<file path="src/rtl/updown_counter_param.sv">
// Parametrised up/down counter with programmable modulus, clamped step, wrap or
// saturate behaviour, registered overflow/underflow pulses and a cascade tc flag.
module updown_counter_param #(
  parameter int          WIDTH    = 4,
  parameter int unsigned MAX_VAL  = (1 << WIDTH) - 1,
  parameter bit          SATURATE = 1'b0
) (
  input  logic             clk,
  input  logic             reset_n,
  input  logic             clr,
  input  logic             ld,
  input  logic             en,
  input  logic             ud,
  input  logic [WIDTH-1:0] step,
  input  logic [WIDTH-1:0] data,
  output logic [WIDTH-1:0] count,
  output logic             ovf,
  output logic             unf,
  output logic             tc
);

  localparam logic [WIDTH-1:0] MAXV = MAX_VAL[WIDTH-1:0];
  // Modulus is one wider than the count so MAX_VAL = 2**WIDTH-1 still works.
  localparam logic [WIDTH:0]   MODV = {1'b0, MAXV} + {{WIDTH{1'b0}}, 1'b1};

  logic [WIDTH-1:0] r_count;
  logic             r_ovf;
  logic             r_unf;

  logic [WIDTH-1:0] w_step;
  logic [WIDTH:0]   w_sum;
  logic [WIDTH:0]   w_up_wrap;
  logic [WIDTH:0]   w_dn_wrap;
  logic             w_over;
  logic             w_under;
  logic [WIDTH-1:0] w_count_nxt;
  logic             w_ovf_nxt;
  logic             w_unf_nxt;

  assign w_step    = (step > MAXV) ? MAXV : step;
  assign w_sum     = {1'b0, r_count} + {1'b0, w_step};
  assign w_over    = (w_sum > {1'b0, MAXV});
  assign w_under   = (w_step > r_count);
  assign w_up_wrap = w_sum - MODV;
  // count + modulus - step never exceeds WIDTH+1 bits since count <= MAX_VAL.
  assign w_dn_wrap = {1'b0, r_count} + MODV - {1'b0, w_step};

  always_comb begin
    w_count_nxt = r_count;
    w_ovf_nxt   = 1'b0;
    w_unf_nxt   = 1'b0;
    if (clr) begin
      w_count_nxt = '0;
    end else if (ld) begin
      w_count_nxt = (data > MAXV) ? MAXV : data;
    end else if (en) begin
      if (ud) begin
        if (w_over) begin
          w_ovf_nxt   = 1'b1;
          w_count_nxt = SATURATE ? MAXV : w_up_wrap[WIDTH-1:0];
        end else begin
          w_count_nxt = w_sum[WIDTH-1:0];
        end
      end else begin
        if (w_under) begin
          w_unf_nxt   = 1'b1;
          w_count_nxt = SATURATE ? '0 : w_dn_wrap[WIDTH-1:0];
        end else begin
          w_count_nxt = r_count - w_step;
        end
      end
    end
  end

  always_ff @(posedge clk or negedge reset_n) begin
    if (!reset_n) begin
      r_count <= '0;
      r_ovf   <= 1'b0;
      r_unf   <= 1'b0;
    end else begin
      r_count <= w_count_nxt;
      r_ovf   <= w_ovf_nxt;
      r_unf   <= w_unf_nxt;
    end
  end

  assign count = r_count;
  assign ovf   = r_ovf;
  assign unf   = r_unf;
  assign tc    = en & ((ud & (r_count == MAXV)) | (~ud & (r_count == '0)));

endmodule
</file>
<file path="config.mk">
export PLATFORM = sky130hd
export DESIGN_NAME = updown_counter_param
export DESIGN_NICKNAME = d
export VERILOG_FILES = /design/src/rtl/updown_counter_param.sv
export SDC_FILE = /design/constraint.sdc
export NUM_CORES = 1
export LEC_CHECK = 0
export ABC_AREA = 1
export CAP_MARGIN = 20
export CORE_MARGIN = 3
export CORE_UTILIZATION = 31
export CTS_CLUSTER_SIZE = 12
export DETAILED_ROUTE_END_ITERATION = 16
export GPL_TIMING_DRIVEN = 0
export PLACE_DENSITY = 0.58
export SLEW_MARGIN = 20
export SYNTH_ARGS = -nofsm -noshare
export SYNTH_HDL_FRONTEND = slang
export SYNTH_SLANG_ARGS = --single-unit
</file>
<file path="constraint.sdc">
create_clock -name clk -period 1.8 [get_ports clk]
set_input_delay 0.27 -clock clk [delete_from_list [all_inputs] [get_ports clk]]
set_output_delay 0.27 -clock clk [all_outputs]
set_load 0.02 [all_outputs]
</file>
==> results.toml <==
[status]
status = "complete, no violations"

[synth]
synth_most_common_cell = "nand2_1"
ys_types = 19
synth_fa_ha_area_share_pct = 23.9
synth_common_cells = "nand2_1 (20), inv_1 (12), nor2_1 (9), ha_1 (8), dfrtp_1 (6)"
synth.avg_cell_area_um2 = 7.14
synthXorXnorAreaFrac_pct = 0
yosys.area_share.simple_pct = 25.9
synth_top_family_by_area = "simple AND/OR/NAND/NOR gates"
ys_async_sr_fraction_pct = 100
ys.flop_type = "dfrtp_1"
synth_edf_count = 0
ys_ff_latch = 6
seq_area_frac_synth_pct = 25.6
syn_nets = 106
synth.area.mux_share_pct = 0
ys_warn_count = 0
synth-compound-area-share_pct = 14.3
synth.area.top_cells = "dfrtp_1 (26%), ha_1 (17%), nand2_1 (13%), inv_1 (7.7%), fa_1 (6.8%)"
synth_top_cell_by_area = "dfrtp_1"
netlist.area_leader.share_pct = 25.6
syn_inst = 82
syn_area_um2 = 586

[sta]
fin_skew_ns = 0.00325
fmax_ghz = 0.602
tightest_slew_ns = 0.290
report.final.slew_viol_count = 0
hold_violations = 0
min_period_ns = 1.66
post-route-period-util_pct = 92.3
finalSetupViolCount = 0
max-slew-margin-rel_pct = 80.6

[floorplan]
die_area_um2 = 2450
rows = 15
initial_core_util_pct = 33.2
die_x_um = 49.5
io_pins = 21
coreArea_um2 = 1760
dieHeight_um = 49.5

[worst_setup_path]
crit_top_cell = "nand2_1"
crit_family = "adder cells"
critical_path_required_ns = 1.92
slowest_delay_ns = 0.49
start_kind = "input pin"
arrival_ns = 1.79
critical_path_class = "in -> reg"
crit_slowest_cell = "clkdlybuf4s50_1"
r2r_cells = 8
worst-path-buf-inv = 2
path_cells = "clkdlybuf4s50_1 -> ha_2 -> inv_1 -> fa_1 -> nand2_1 -> nand2_1 -> nand2_1 -> nand3_1 -> o2111ai_1 -> nand2_1"
crit_cells = 10
path_max_fanout = 2
cp-end-kind = "register"

[pwr]
power_mw = 0.481
vdd_drop_max_v = 0.000396
power_density_nw_per_um2 = 570
p_leak_nw = 0.428

[min_path]
hp-class = "in -> async"

[layout]
diodes = 0
fin_area_um2 = 845
nets = 132
drive_gt1_share_pct = 12.3
syn_to_final_growth_pct = 44.2

[grt]
antenna_found_initial = 0
grt_max_degree = 8
grt_pass1_vias = 540
grt_use_total_pct = 11.6
grt_overflow_total = 0
grt_pass1_wl_um = 2220

[clock_network]
clock_sinks = 6
clk_pin_slew_ns = 0.04
cts_tree = "built"
cts-buffers-inserted = 3
ctsLongestPathBuffers = 2
cts_hold_buf = 0
htreeDepth = 1
clock-root-buffer = "clkbuf_4"
insertion_delay_ns = 0.24

[place]
hpwlAfterDp_um = 1170
portBuffers = 20
place_congestion = 0.752
placed_area_um2 = 817

[route]
final_antenna_net_count = 0
avgViaCountPerCell = 4.57
first_pass_iters = 6
drt-initial-drc-count = 7
wl_per_cell_um = 10.6
drc = 0
vias = 599
finalWirelength_um = 1390

[job]
cap_violations = 0
sequential cells by signal, indices dropped and copies added, names as in the netlist:
| register | flops |
|---|---|
| ovf | 1 |
| count | 4 |
| unf | 1 |
final timing paths:
| kind | startpoint | slack (ns) | endpoint |
|---|---|---|---|
| setup / recovery | step[0] | 0.14 | count[2] |
| hold / removal | reset_n | 0.27 | count[1] |
| setup reg to reg | count[0] | 0.15 | count[1] |
| hold reg to reg | count[0] | 0.56 | count[0] |
| max in group asynchronous | reset_n | 1.31 | count[0] |
| min in group clk | ud | 0.55 | unf |
layout by cell type (no fill, tap or decap):
cell             synthesis  final
a211oi_1                 1      1
a21oi_1                  3      3
a21oi_2                  1      1
a31oi_1                  1      1
a41oi_1                  1      1
buf_4                    0      1
clkbuf_2                 0      1
clkbuf_4                 0      3
clkdlybuf4s50_1          0     18
dfrtp_1                  6      5
dfrtp_2                  0      1
dlygate4sd2_1            0      1
fa_1                     2      2
ha_1                     8      7
ha_2                     0      1
inv_1                   12     12
inv_2                    4      4
nand2_1                 20     20
nand2_2                  1      1
nand3_1                  5      5
nor2_1                   9      9
nor3_1                   1      1
nor4_1                   1      1
o2111ai_1                2      2
o21ai_0                  1      1
o21ai_1                  3      3
per-stage QoR:
step	hold WS (ns)	cells	TNS, ns	setup WS (ns)	util [%]
2_1_floorplan	-0.0256	82	0	0.124	-
3_3_place_gp	0.527	127	-0.768	-0.278	46.3
3_5_place_dp	0.526	127	-0.807	-0.289	46.3
4_1_cts	0.267	130	0	0.0294	47.4
5_1_grt	0.282	131	-0.00893	-0.00893	47.9
6_report	0.267	131	0	0.138	47.9
worst register-to-register path, delay by kind of cell, from the launching register on:
kind,cells,cell delay [ns]
AO/OA/AOI/OAI,4,0.38
buffers and inverters,2,0.16
flip-flops,1,0.43
adder cells (fa/ha/maj),2,0.57
layout make-up:
class | instances | area, µm²
timing repair buffer | 21 | 201
inverter | 16 | 60.1
multi-input combinational | 60 | 378
sequential | 6 | 151
fill | 192 | 920
tap | 25 | 31.3
clock buffer | 3 | 22.5
layer usage:
metal	up-vias	part of all wire, %	track usage [%]
li1	315	-	-
met5	-	0	0
met4	0	0	2.76
met2	12	48	18.1
met3	0	5.2	4.53
met1	272	47	15.0
power breakdown:
| part | switching, mW | internal [mW] |
|---|---|---|
| clock network | 0.0437 | 0.0751 |
| registers | 0.0176 | 0.146 |
| logic | 0.105 | 0.0938 |
| total | 0.166 | 0.315 |
cell families (layout without fill, tap and decap cells):
kind of cell | Yosys count | count (layout)
fa+ha+maj | 10 | 10
flops | 6 | 6
simple gates | 37 | 37
compound gates | 13 | 13
buf+inv | 16 | 40
repair_timing:
item	in CTS	in global routing
pin swaps	0	0
setup endpoints to repair	1	3
gates resized for setup	2	5
buffers inserted	0	1
Power figures use the tool's default switching activity.
